==> config.mk <==
export PLATFORM = sky130hd
export DESIGN_NAME = pc_sequencer_flat
export DESIGN_NICKNAME = d
export VERILOG_FILES = /design/src/rtl/pc_sequencer_pkg.sv /design/src/rtl/pc_sequencer_if.sv /design/src/rtl/pc_sequencer_return_stack.sv /design/src/rtl/pc_sequencer.sv /design/src/flat_wrapper.sv
export SDC_FILE = /design/constraint.sdc
export NUM_CORES = 1
export LEC_CHECK = 0
export CORE_AREA = 4 4 93 95
export DETAILED_ROUTE_END_ITERATION = 8
export DIE_AREA = 0 0 97 99
export GPL_TIMING_DRIVEN = 0
export PLACE_DENSITY = 0.71
export SYNTH_ARGS = -nofsm -noshare
export SYNTH_HDL_FRONTEND = slang
export SYNTH_SLANG_ARGS = --single-unit
==> constraint.sdc <==
create_clock -name CLOCK_50 -period 3.86 [get_ports CLOCK_50]
set_input_delay 0.386 -clock CLOCK_50 [delete_from_list [all_inputs] [get_ports CLOCK_50]]
set_output_delay 0.386 -clock CLOCK_50 [all_outputs]
set_load 0.05 [all_outputs]
==> src/rtl/pc_sequencer_pkg.sv <==
// rtl/pc_sequencer_pkg.sv - shared encodings for the program-counter sequencer
// Next-PC source select, FSM states and the interrupt vector helper.
package pc_sequencer_pkg;

  typedef enum logic [1:0] {
    SEL_SEQ  = 2'd0,
    SEL_WREG = 2'd1,
    SEL_LIT  = 2'd2,
    SEL_RET  = 2'd3
  } pc_sel_e;

  typedef enum logic {
    ST_RUN = 1'b0,
    ST_ISR = 1'b1
  } state_e;

  // Full-width result; callers truncate to the program address width.
  function automatic int unsigned vec_addr(input int unsigned base,
                                           input int unsigned stride,
                                           input int unsigned idx);
    return base + idx * stride;
  endfunction

endpackage

==> src/rtl/pc_sequencer_if.sv <==
// rtl/pc_sequencer_if.sv - control/status bundle between core and sequencer
// master drives the step controls, slave is the sequencer.
interface pc_sequencer_if #(
  parameter int ADDR_W      = 11,
  parameter int NUM_IRQ     = 4,
  parameter int STACK_DEPTH = 4
);
  localparam int LVL_W = $clog2(STACK_DEPTH + 1);

  logic               advance;
  logic [1:0]         pc_sel;
  logic               skip;
  logic [ADDR_W-1:0]  wreg_addr;
  logic [ADDR_W-1:0]  literal;
  logic [NUM_IRQ-1:0] irq;
  logic               irq_en;
  logic               reti;
  logic [ADDR_W-1:0]  pc;
  logic [NUM_IRQ-1:0] irq_ack;
  logic               in_isr;
  logic [LVL_W-1:0]   stack_level;
  logic               stack_ovf;
  logic               stack_unf;

  modport master (
    output advance, pc_sel, skip, wreg_addr, literal, irq, irq_en, reti,
    input  pc, irq_ack, in_isr, stack_level, stack_ovf, stack_unf
  );

  modport slave (
    input  advance, pc_sel, skip, wreg_addr, literal, irq, irq_en, reti,
    output pc, irq_ack, in_isr, stack_level, stack_ovf, stack_unf
  );
endinterface

==> src/rtl/pc_sequencer_return_stack.sv <==
// rtl/pc_sequencer_return_stack.sv - hardware return-address stack
// Push when full and pop when empty are ignored; the caller flags them.
module return_stack #(
  parameter int ADDR_W      = 11,
  parameter int STACK_DEPTH = 4
) (
  input  logic                               clk_i,
  input  logic                               rst_i,
  input  logic                               push_i,
  input  logic                               pop_i,
  input  logic [ADDR_W-1:0]                  push_data_i,
  output logic [ADDR_W-1:0]                  top_o,
  output logic [$clog2(STACK_DEPTH+1)-1:0]   level_o,
  output logic                               full_o,
  output logic                               empty_o
);
  localparam int LVL_W = $clog2(STACK_DEPTH + 1);
  localparam int PTR_W = $clog2(STACK_DEPTH);

  logic [ADDR_W-1:0] mem_q [STACK_DEPTH];
  logic [LVL_W-1:0]  level_q, level_d;
  logic [PTR_W-1:0]  wr_ptr, rd_ptr;

  assign full_o  = (level_q == LVL_W'(STACK_DEPTH));
  assign empty_o = (level_q == '0);
  assign wr_ptr  = PTR_W'(level_q);
  assign rd_ptr  = PTR_W'(level_q - LVL_W'(1));
  assign top_o   = mem_q[rd_ptr];
  assign level_o = level_q;

  always_comb begin
    level_d = level_q;
    if (push_i && !full_o)      level_d = level_q + LVL_W'(1);
    else if (pop_i && !empty_o) level_d = level_q - LVL_W'(1);
  end

  always_ff @(posedge clk_i or posedge rst_i) begin
    if (rst_i) level_q <= '0;
    else       level_q <= level_d;
  end

  // Entries carry no reset; only the level decides what is valid.
  always_ff @(posedge clk_i) begin
    if (push_i && !full_o) mem_q[wr_ptr] <= push_data_i;
  end
endmodule

==> src/rtl/pc_sequencer.sv <==
// rtl/pc_sequencer.sv - program counter with call/return stack and vectored IRQs
// All state moves only on an advance strobe; interrupt entry outranks pc_sel and reti.
module pc_sequencer
  import pc_sequencer_pkg::*;
#(
  parameter int          ADDR_W      = 11,
  parameter int          STACK_DEPTH = 4,
  parameter int          NUM_IRQ     = 4,
  parameter int unsigned VEC_BASE    = 'h004,
  parameter int unsigned VEC_STRIDE  = 2
) (
  input  logic           CLOCK_50,
  input  logic           reset,
  pc_sequencer_if.slave  seq_io
);
  state_e             state_q, state_d;
  logic [ADDR_W-1:0]  pc_q, pc_d;
  logic [NUM_IRQ-1:0] ack_q, ack_d;
  logic               ovf_q, ovf_d;
  logic               unf_q, unf_d;

  logic               push, pop;
  logic [ADDR_W-1:0]  push_data, top;
  logic               full, empty;
  logic [ADDR_W-1:0]  seq_tgt, vec;
  int unsigned        irq_idx;
  pc_sel_e            sel;

  assign sel     = pc_sel_e'(seq_io.pc_sel);
  assign seq_tgt = pc_q + (seq_io.skip ? ADDR_W'(2) : ADDR_W'(1));

  always_comb begin
    irq_idx = 0;
    for (int i = NUM_IRQ - 1; i >= 0; i--) begin
      if (seq_io.irq[i]) irq_idx = unsigned'(i);
    end
  end

  assign vec = ADDR_W'(vec_addr(VEC_BASE, VEC_STRIDE, irq_idx));

  always_comb begin
    state_d   = state_q;
    pc_d      = pc_q;
    ack_d     = '0;
    ovf_d     = ovf_q;
    unf_d     = unf_q;
    push      = 1'b0;
    pop       = 1'b0;
    push_data = pc_q;
    if (seq_io.advance) begin
      if (state_q == ST_RUN && seq_io.irq_en && |seq_io.irq) begin
        // The interrupted instruction is discarded, so its own address is saved.
        push    = 1'b1;
        pc_d    = vec;
        ack_d   = NUM_IRQ'(1) << irq_idx;
        state_d = ST_ISR;
        if (full) ovf_d = 1'b1;
      end else if (seq_io.reti || sel == SEL_RET) begin
        if (empty) begin
          pc_d  = seq_tgt;
          unf_d = 1'b1;
        end else begin
          pop  = 1'b1;
          pc_d = top;
        end
        if (seq_io.reti) state_d = ST_RUN;
      end else begin
        case (sel)
          SEL_WREG, SEL_LIT: begin
            push      = 1'b1;
            push_data = pc_q + ADDR_W'(1);
            pc_d      = (sel == SEL_WREG) ? seq_io.wreg_addr : seq_io.literal;
            if (full) ovf_d = 1'b1;
          end
          default: pc_d = seq_tgt;
        endcase
      end
    end
  end

  always_ff @(posedge CLOCK_50 or posedge reset) begin
    if (reset) begin
      state_q <= ST_RUN;
      pc_q    <= '0;
      ack_q   <= '0;
      ovf_q   <= 1'b0;
      unf_q   <= 1'b0;
    end else begin
      state_q <= state_d;
      pc_q    <= pc_d;
      ack_q   <= ack_d;
      ovf_q   <= ovf_d;
      unf_q   <= unf_d;
    end
  end

  return_stack #(
    .ADDR_W      (ADDR_W),
    .STACK_DEPTH (STACK_DEPTH)
  ) u_stack (
    .clk_i       (CLOCK_50),
    .rst_i       (reset),
    .push_i      (push),
    .pop_i       (pop),
    .push_data_i (push_data),
    .top_o       (top),
    .level_o     (seq_io.stack_level),
    .full_o      (full),
    .empty_o     (empty)
  );

  assign seq_io.pc        = pc_q;
  assign seq_io.irq_ack   = ack_q;
  assign seq_io.in_isr    = (state_q == ST_ISR);
  assign seq_io.stack_ovf = ovf_q;
  assign seq_io.stack_unf = unf_q;
endmodule
==> src/flat_wrapper.sv <==
// flat-port wrapper written by rule: the top's interface ports become plain ports
module pc_sequencer_flat import pc_sequencer_pkg::*;
#(
  parameter int          ADDR_W      = 11,
  parameter int          STACK_DEPTH = 4,
  parameter int          NUM_IRQ     = 4,
  parameter int unsigned VEC_BASE    = 'h004,
  parameter int unsigned VEC_STRIDE  = 2
)
  (CLOCK_50, reset, seq_io_advance, seq_io_pc_sel, seq_io_skip, seq_io_wreg_addr, seq_io_literal, seq_io_irq, seq_io_irq_en, seq_io_reti, seq_io_pc, seq_io_irq_ack, seq_io_in_isr, seq_io_stack_level, seq_io_stack_ovf, seq_io_stack_unf);
  pc_sequencer_if #(.ADDR_W(ADDR_W), .NUM_IRQ(NUM_IRQ), .STACK_DEPTH(STACK_DEPTH)) seq_io_i ();
  input  logic CLOCK_50;
  input  logic reset;
  input wire logic [$bits(seq_io_i.advance)-1:0] seq_io_advance;
  input wire logic [$bits(seq_io_i.pc_sel)-1:0] seq_io_pc_sel;
  input wire logic [$bits(seq_io_i.skip)-1:0] seq_io_skip;
  input wire logic [$bits(seq_io_i.wreg_addr)-1:0] seq_io_wreg_addr;
  input wire logic [$bits(seq_io_i.literal)-1:0] seq_io_literal;
  input wire logic [$bits(seq_io_i.irq)-1:0] seq_io_irq;
  input wire logic [$bits(seq_io_i.irq_en)-1:0] seq_io_irq_en;
  input wire logic [$bits(seq_io_i.reti)-1:0] seq_io_reti;
  output wire logic [$bits(seq_io_i.pc)-1:0] seq_io_pc;
  output wire logic [$bits(seq_io_i.irq_ack)-1:0] seq_io_irq_ack;
  output wire logic [$bits(seq_io_i.in_isr)-1:0] seq_io_in_isr;
  output wire logic [$bits(seq_io_i.stack_level)-1:0] seq_io_stack_level;
  output wire logic [$bits(seq_io_i.stack_ovf)-1:0] seq_io_stack_ovf;
  output wire logic [$bits(seq_io_i.stack_unf)-1:0] seq_io_stack_unf;
  assign seq_io_i.advance = seq_io_advance;
  assign seq_io_i.pc_sel = seq_io_pc_sel;
  assign seq_io_i.skip = seq_io_skip;
  assign seq_io_i.wreg_addr = seq_io_wreg_addr;
  assign seq_io_i.literal = seq_io_literal;
  assign seq_io_i.irq = seq_io_irq;
  assign seq_io_i.irq_en = seq_io_irq_en;
  assign seq_io_i.reti = seq_io_reti;
  assign seq_io_pc = seq_io_i.pc;
  assign seq_io_irq_ack = seq_io_i.irq_ack;
  assign seq_io_in_isr = seq_io_i.in_isr;
  assign seq_io_stack_level = seq_io_i.stack_level;
  assign seq_io_stack_ovf = seq_io_i.stack_ovf;
  assign seq_io_stack_unf = seq_io_i.stack_unf;
  pc_sequencer #(.ADDR_W(ADDR_W), .STACK_DEPTH(STACK_DEPTH), .NUM_IRQ(NUM_IRQ), .VEC_BASE(VEC_BASE), .VEC_STRIDE(VEC_STRIDE)) u_core (.CLOCK_50(CLOCK_50), .reset(reset), .seq_io(seq_io_i));
endmodule
==> flow_summary.yaml, run 1 <==
outcome:
  status: "complete, no violations"
critical_path:
  cpPeakStageDelay_ns: 0.85
  worstSetupPathType: "in -> reg"
  crit_chain: "clkdlybuf4s50_1 > inv_1 > ha_1 > nor3_1 > o21ai_0 > nor2b_1"
  critPathLaunchType: "primary input"
  crit_path_max_fanout: 11
  required_ns: 3.83
  cp-end-kind: "register"
  slowest_stage: "nor2b_1"
  crit_arrival_ns: 2.77
clock_network:
  cts_root_buffer: "clkbuf_8"
  cts_num_sinks: 65
  cts_setup_buffers: 0
  cts_made_buffers: 9
  cts_resized: 0
  cts_hold_buffers: 0
  cts.clk_slew.worst_paths_ns: 0.08
  cts_buffer_depth: 2
  cts_tree: "yes"
  htreeDepth: 3
  clk_latency_ns: 0.35
global_route:
  gr-total-overflow: 0
  grt_util_all_layers: 0.168
  grt_pass1_vias: 2408
  grt_max_degree: 22
  antenna_found_initial: 0
  grt_pass1_wl_um: 12400
timing:
  fin_tns_setup_ns: 0
  hold_violations: 0
  timing.final.crit_share: 0.726
  fmax_mhz: 357
  relSlewSlack: 0.305
  setup-violations-final: 0
  maxSlewViolCount: 0
  layout_min_cycle_time_ns: 2.80
  fin_worst_skew_ns: 0.0107
  rsz0062_at_grt: "no"
  hold_ws_ns: 0.484
  tightest_slew_ns: 1.04
synth:
  post_synth.cell_area_avg_um2: 12.6
  synth_fa_ha_area_frac: 0.0422
  synth_top_cell_area_share: 0.384
  ys_async_sr_fraction: 0.323
  synth_nets: 318
  synth_compound_area_frac: 0.111
  yosysSeqAreaShare: 0.537
  synth_top_family_by_area: "multiplexers"
  synth_edf_count: 44
  synth-simple-area-share: 0.112
  ys.flop_type: "edfxtp_1"
  synth_top_cell_by_area: "edfxtp_1"
  synthCells: 273
  ys_ff_latch: 65
  synthMuxAreaShare: 0.125
  synth_warnings: 0
  syn-cell-area_um2: 3440
  synthTopCellsByArea: "edfxtp_1, dfrtp_1, mux4_1, ha_1, o21ai_0"
  synth_cell_types: 48
  synth_xor_xnor_area_share: 0.0331
floorplanning:
  start_util: 0.445
  coreArea_um2: 7730
  io_pins: 55
  die-area_um2: 9600
  fp.dieW_um: 97
  die_y_um: 99
  placementRows: 32
placed_design:
  placement.io_buffers: 54
  place_congestion: 0.852
  place_hpwl_um: 5850
  place_area_um2: 4110
finish:
  final_area_um2: 4300
  areaGrowthSynthToFinish_pct: 24.8
  utilization: 0.556
  drive_gt1_frac: 0.0991
  nets: 383
  mostFrequentLayoutCells: "clkdlybuf4s50_1, edfxtp_1, o21ai_0"
  antenna_cells: 0
  final_common_cell: "clkdlybuf4s50_1"
pwr:
  powerDensity_nw_per_um2: 672
  total_power_mw: 2.89
  leakage_nw: 1.58
  irDropWorstVdd_uv: 245
route:
  via_count: 2421
  viasPerCell: 5.44
  antenna_left: 0
  drc: 0
  wire_per_inst_um: 17.5
  wl_um: 7770
  drt_pass1_iterations: 5
  drtIter0Drc: 119
job:
  cap_viol_max_count: 0
min_path:
  hp-class: "reg -> reg"
## registers in the layout, indices dropped and copies added (netlist names)
| register | count |
|---|---|
| u_core.seq_io.pc | 11 |
| u_core.seq_io.stack_ovf | 1 |
| u_core.seq_io.stack_unf | 1 |
| u_core.seq_io.irq_ack | 4 |
| u_core.u_stack.level_o | 3 |
| u_core.u_stack.mem_q | 44 |
| u_core.seq_io.in_isr | 1 |
## power breakdown
| group | switching, mW | total (mW) | internal, mW |
|---|---|---|---|
| clock network | 0.291 | 0.536 | 0.246 |
| logic | 0.791 | 1.31 | 0.515 |
| registers | 0.111 | 1.04 | 0.933 |
| total | 1.19 | 2.89 | 1.69 |
## synthesized netlist by cell type, types with 2 or more instances
master / n
edfxtp_1: 44
o21ai_0: 22
dfrtp_1: 21
nand2_1: 18
inv_1: 16
nor2_1: 14
mux4_1: 11
nor3_1: 11
ha_1: 10
xnor2_1: 10
a2111oi_0: 7
clkbuf_1: 7
mux2i_1: 7
nand3_1: 7
mux2_2: 5
nand4_1: 5
and2_1: 4
buf_2: 4
a21oi_1: 3
nor2b_1: 3
o21a_1: 3
o31ai_1: 3
xor2_1: 3
a221oi_1: 2
a222oi_1: 2
a22o_1: 2
a31oi_1: 2
and3_1: 2
and4_1: 2
buf_6: 2
o211ai_1: 2
o21bai_1: 2
o22ai_1: 2
## layer usage
metal,GRT usage,vias to the layer above,wire length (um),part of all wire
met5,0,-,0,0
met4,0.0508,0,132,0.017
met3,0.0474,9,487,0.063
met2,0.272,60,3800,0.49
met1,0.221,1170,3350,0.43
li1,-,1182,-,-
## worst max-delay path: cells and delay by family
family	cells	cell delay (ns)
adders and majority gates	1	0.30
and+or+nand+nor	2	1.30
AOI/OAI and AO/OA	1	0.24
buffers and inverters	2	0.53
## per-stage QoR
| step | setup WS, ns | std cells |
|---|---|---|
| after detailed placement | 0.616 | 429 |
| after CTS | 0.977 | 445 |
| after global placement | 0.670 | 429 |
| final | 1.06 | 445 |
| after floorplan | 1.44 | 273 |
| after global routing | 0.827 | 445 |
## kinds of logic (layout without fill, tap and decap cells)
kind of cell / after synthesis / after routing
AOI/OAI and AO/OA: 57 / 57
xor gates and xnor gates: 13 / 13
adders and majority gates: 11 / 11
buffers and inverters: 30 / 100
DFF: 65 / 65
muxes: 24 / 24
and+or+nand+nor: 73 / 73
## final timing paths
| path | start | slack, ns | depth (start not counted) | endpoint |
|---|---|---|---|---|
| min in group asynchronous | reset | 0.49 | 2 | u_core.seq_io.pc[3]$_DFFE_PP0P_ |
| hold reg to reg | u_core.seq_io.stack_unf$_DFFE_PP0P_ | 0.48 | 1 | u_core.seq_io.stack_unf$_DFFE_PP0P_ |
| max in group asynchronous | reset | 2.86 | 2 | u_core.u_stack.level_o[0]$_DFFE_PP0P_ |
| setup reg to reg | u_core.u_stack.level_o[0]$_DFFE_PP0P_ | 1.19 | 6 | u_core.u_stack.mem_q[0][10]$_DFFE_PP_ |
| setup / recovery | seq_io_pc_sel[1] | 1.06 | 6 | u_core.u_stack.mem_q[0][10]$_DFFE_PP_ |
| hold / removal | u_core.seq_io.stack_unf$_DFFE_PP0P_ | 0.48 | 1 | u_core.seq_io.stack_unf$_DFFE_PP0P_ |
## final cells by class
type                    count  area (um^2)
plain buffers              14         76.3
clock buffers               9          124
clock inverters             7         61.3
fillers                   643         3430
inverters                  16         60.1
multi-input cells         178         1460
flip-flops and latches     65         1850
well taps                 102          128
repair buffers             54          541
Note: power is estimated with default switching activity, not from simulation.
==> run 2: changes to the inputs <==
Settings changed: PLACE_DENSITY 0.71 to 0.73.
Clock period 3.86 ns to 2.25 ns, I/O delays scaled along.
==> run 2 against run 1 <==
- total power grew 81%
- final cell count grew 0.45%
- critical endpoint is now u_core.u_stack.mem_q[1][2]$_DFFE_PP_
- sequential cell count is the same
- sequential power grew 72%
==> flow_summary.yaml, run 2 (synthesized netlist as in run 1, its figures left out) <==
outcome:
  status: "complete, no violations"
critical_path:
  r2r-start: "u_core.u_stack.level_o[0]$_DFFE_PP0P_"
  critPathBufInv: 2
  cp-end-kind: "register"
  reg2reg_depth: 9
  r2r_end: "u_core.seq_io.pc[4]$_DFFE_PP0P_"
  crit_family: "simple AND/OR/NAND/NOR gates"
  worstSetupPathType: "in -> reg"
  r2r_slack_ns: 0.06
  cpPeakStageDelay_ns: 0.48
  slowest_stage: "clkdlybuf4s50_1"
  crit_chain: "clkdlybuf4s50_1 > inv_1 > ha_4 > or3_4 > nor3_1 > nand2_1 > xnor2_2"
  required_ns: 2.30
  critPathLaunchType: "primary input"
  crit_path_max_fanout: 4
  crit_arrival_ns: 2.25
global_route:
  grt_pass1_wl_um: 12800
  grt_pass1_vias: 2469
  grt_max_degree: 22
  gr-total-overflow: 0
  grt_util_all_layers: 0.172
  antenna_found_initial: 0
min_path:
  hp-class: "in -> async"
timing:
  relSlewSlack: 0.472
  tightest_slew_ns: 0.791
  fin_worst_skew_ns: 0.00868
  rsz0062_at_grt: "yes"
  maxSlewViolCount: 0
  hold_ws_ns: 0.325
  fin_tns_setup_ns: 0
  hold_violations: 0
  fmax_mhz: 455
  timing.final.crit_share: 0.977
  setup-violations-final: 0
  layout_min_cycle_time_ns: 2.20
clock_network:
  cts_hold_buffers: 0
  cts_buffer_depth: 2
  cts_num_sinks: 65
  cts_tree: "yes"
  cts_root_buffer: "clkbuf_8"
  cts.clk_slew.worst_paths_ns: 0.08
  cts_made_buffers: 9
  htreeDepth: 3
  clk_latency_ns: 0.34
finish:
  final_common_cell: "clkdlybuf4s50_1"
  nets: 385
  finalNonFillerCells: 447
  mostFrequentLayoutCells: "clkdlybuf4s50_1, edfxtp_1, dfrtp_1"
  drive_gt1_frac: 0.157
  antenna_cells: 0
  final_area_um2: 4450
  largest_reg_flops: 44
  areaGrowthSynthToFinish_pct: 29.2
  top_register: "u_core.u_stack.mem_q"
route:
  drc: 0
  antenna_left: 0
  wl_um: 8170
  drt_pass1_iterations: 7
  via_count: 2515
  viasPerCell: 5.63
  drtIter0Drc: 131
  wire_per_inst_um: 18.3
job:
  cap_viol_max_count: 0
floorplanning:
  coreArea_um2: 7730
  start_util: 0.445
  fp.dieW_um: 97
  die-area_um2: 9600
  io_pins: 55
  placementRows: 32
  die_y_um: 99
placed_design:
  dp_cells: 429
  place_area_um2: 4120
  place_hpwl_um: 5860
  placement.io_buffers: 54
  place_congestion: 0.896
pwr:
  irDropWorstVdd_uv: 406
  total_power_mw: 5.21
  leakage_nw: 1.64
  powerDensity_nw_per_um2: 1170
-- run 2: cell types whose count changed in the layout (fill, tap and decap cells not counted), moves of 3 or more --
cell | before | now
a2111oi_1 | 0 | 4
o21ai_0 | 22 | 19
a2111oi_2 | 0 | 3
o21ai_1 | 0 | 3
xnor2_2 | 0 | 5
xnor2_1 | 10 | 5
a2111oi_0 | 7 | 0
-- run 2: through the flow --
stage           util  worst slack [ns]
6_report       0.576            0.0517
5_1_grt        0.576           -0.0953
4_1_cts        0.568          0.000468
3_5_place_dp   0.533            -0.616
3_3_place_gp   0.533            -0.569
2_1_floorplan      -            0.0193
-- run 2: layer usage --
| metal | vias up | global-route usage | wire (um) |
|---|---|---|---|
| li1 | 1184 | - | - |
| met1 | 1231 | 0.223 | 3420 |
| met2 | 91 | 0.290 | 4170 |
| met3 | 9 | 0.0340 | 500 |
| met4 | 0 | 0.0551 | 85 |
| met5 | - | 0 | 0 |
-- run 2: worst max-delay path by stage --
stage	start	slack [ns]	end	depth (start not counted)
detailed placement	seq_io_pc_sel[1]	-0.62	u_core.u_stack.mem_q[2][9]$_DFFE_PP_	7
global route	u_core.u_stack.level_o[0]$_DFFE_PP0P_	-0.1	u_core.seq_io.pc[5]$_DFFE_PP0P_	9
floorplan	u_core.seq_io.in_isr$_DFFE_PP0P_	0.02	u_core.u_stack.mem_q[2][0]$_DFFE_PP_	5
finish	seq_io_pc_sel[1]	0.05	u_core.u_stack.mem_q[1][2]$_DFFE_PP_	7
CTS	u_core.u_stack.level_o[0]$_DFFE_PP0P_	0.0005	u_core.seq_io.pc[4]$_DFFE_PP0P_	9
global placement	seq_io_pc_sel[1]	-0.57	u_core.u_stack.mem_q[2][9]$_DFFE_PP_	7
-- run 2: worst reg2reg max path, stage by stage (launching register included) --
cell	delay, ns
dfrtp_2	0.43
buf_6	0.16
inv_2	0.10
ha_2	0.20
and2b_1	0.15
buf_2	0.25
nor3_1	0.08
a2111oi_1	0.49
o21ai_0	0.15
o21ai_0	0.10
-- run 2: area by class of cell --
class                           count  area (um^2)
Fill cell                         634         3280
Clock inverter                      6         67.6
Multi-Input combinational cell    178         1580
Buffer                             14         86.3
Inverter                           16         60.1
Timing Repair Buffer               56          556
Sequential cell                    65         1850
Tap cell                          102          128
Clock buffer                       10          128
-- run 2: what timing repair did --
| item | in CTS | in global routing |
|---|---|---|
| pin swaps | 0 | 7 |
| buffers inserted | 2 | 0 |
| resized for setup | 15 | 21 |
| setup endpoints to repair | 84 | 68 |
-- run 2: power breakdown --
group          internal [mW]  total [mW]  leakage (nW)  switching, mW
Sequential              1.60        1.79         0.665          0.184
Combinational          0.980        2.44         0.879           1.46
Clock                  0.516       0.993        0.0929          0.478
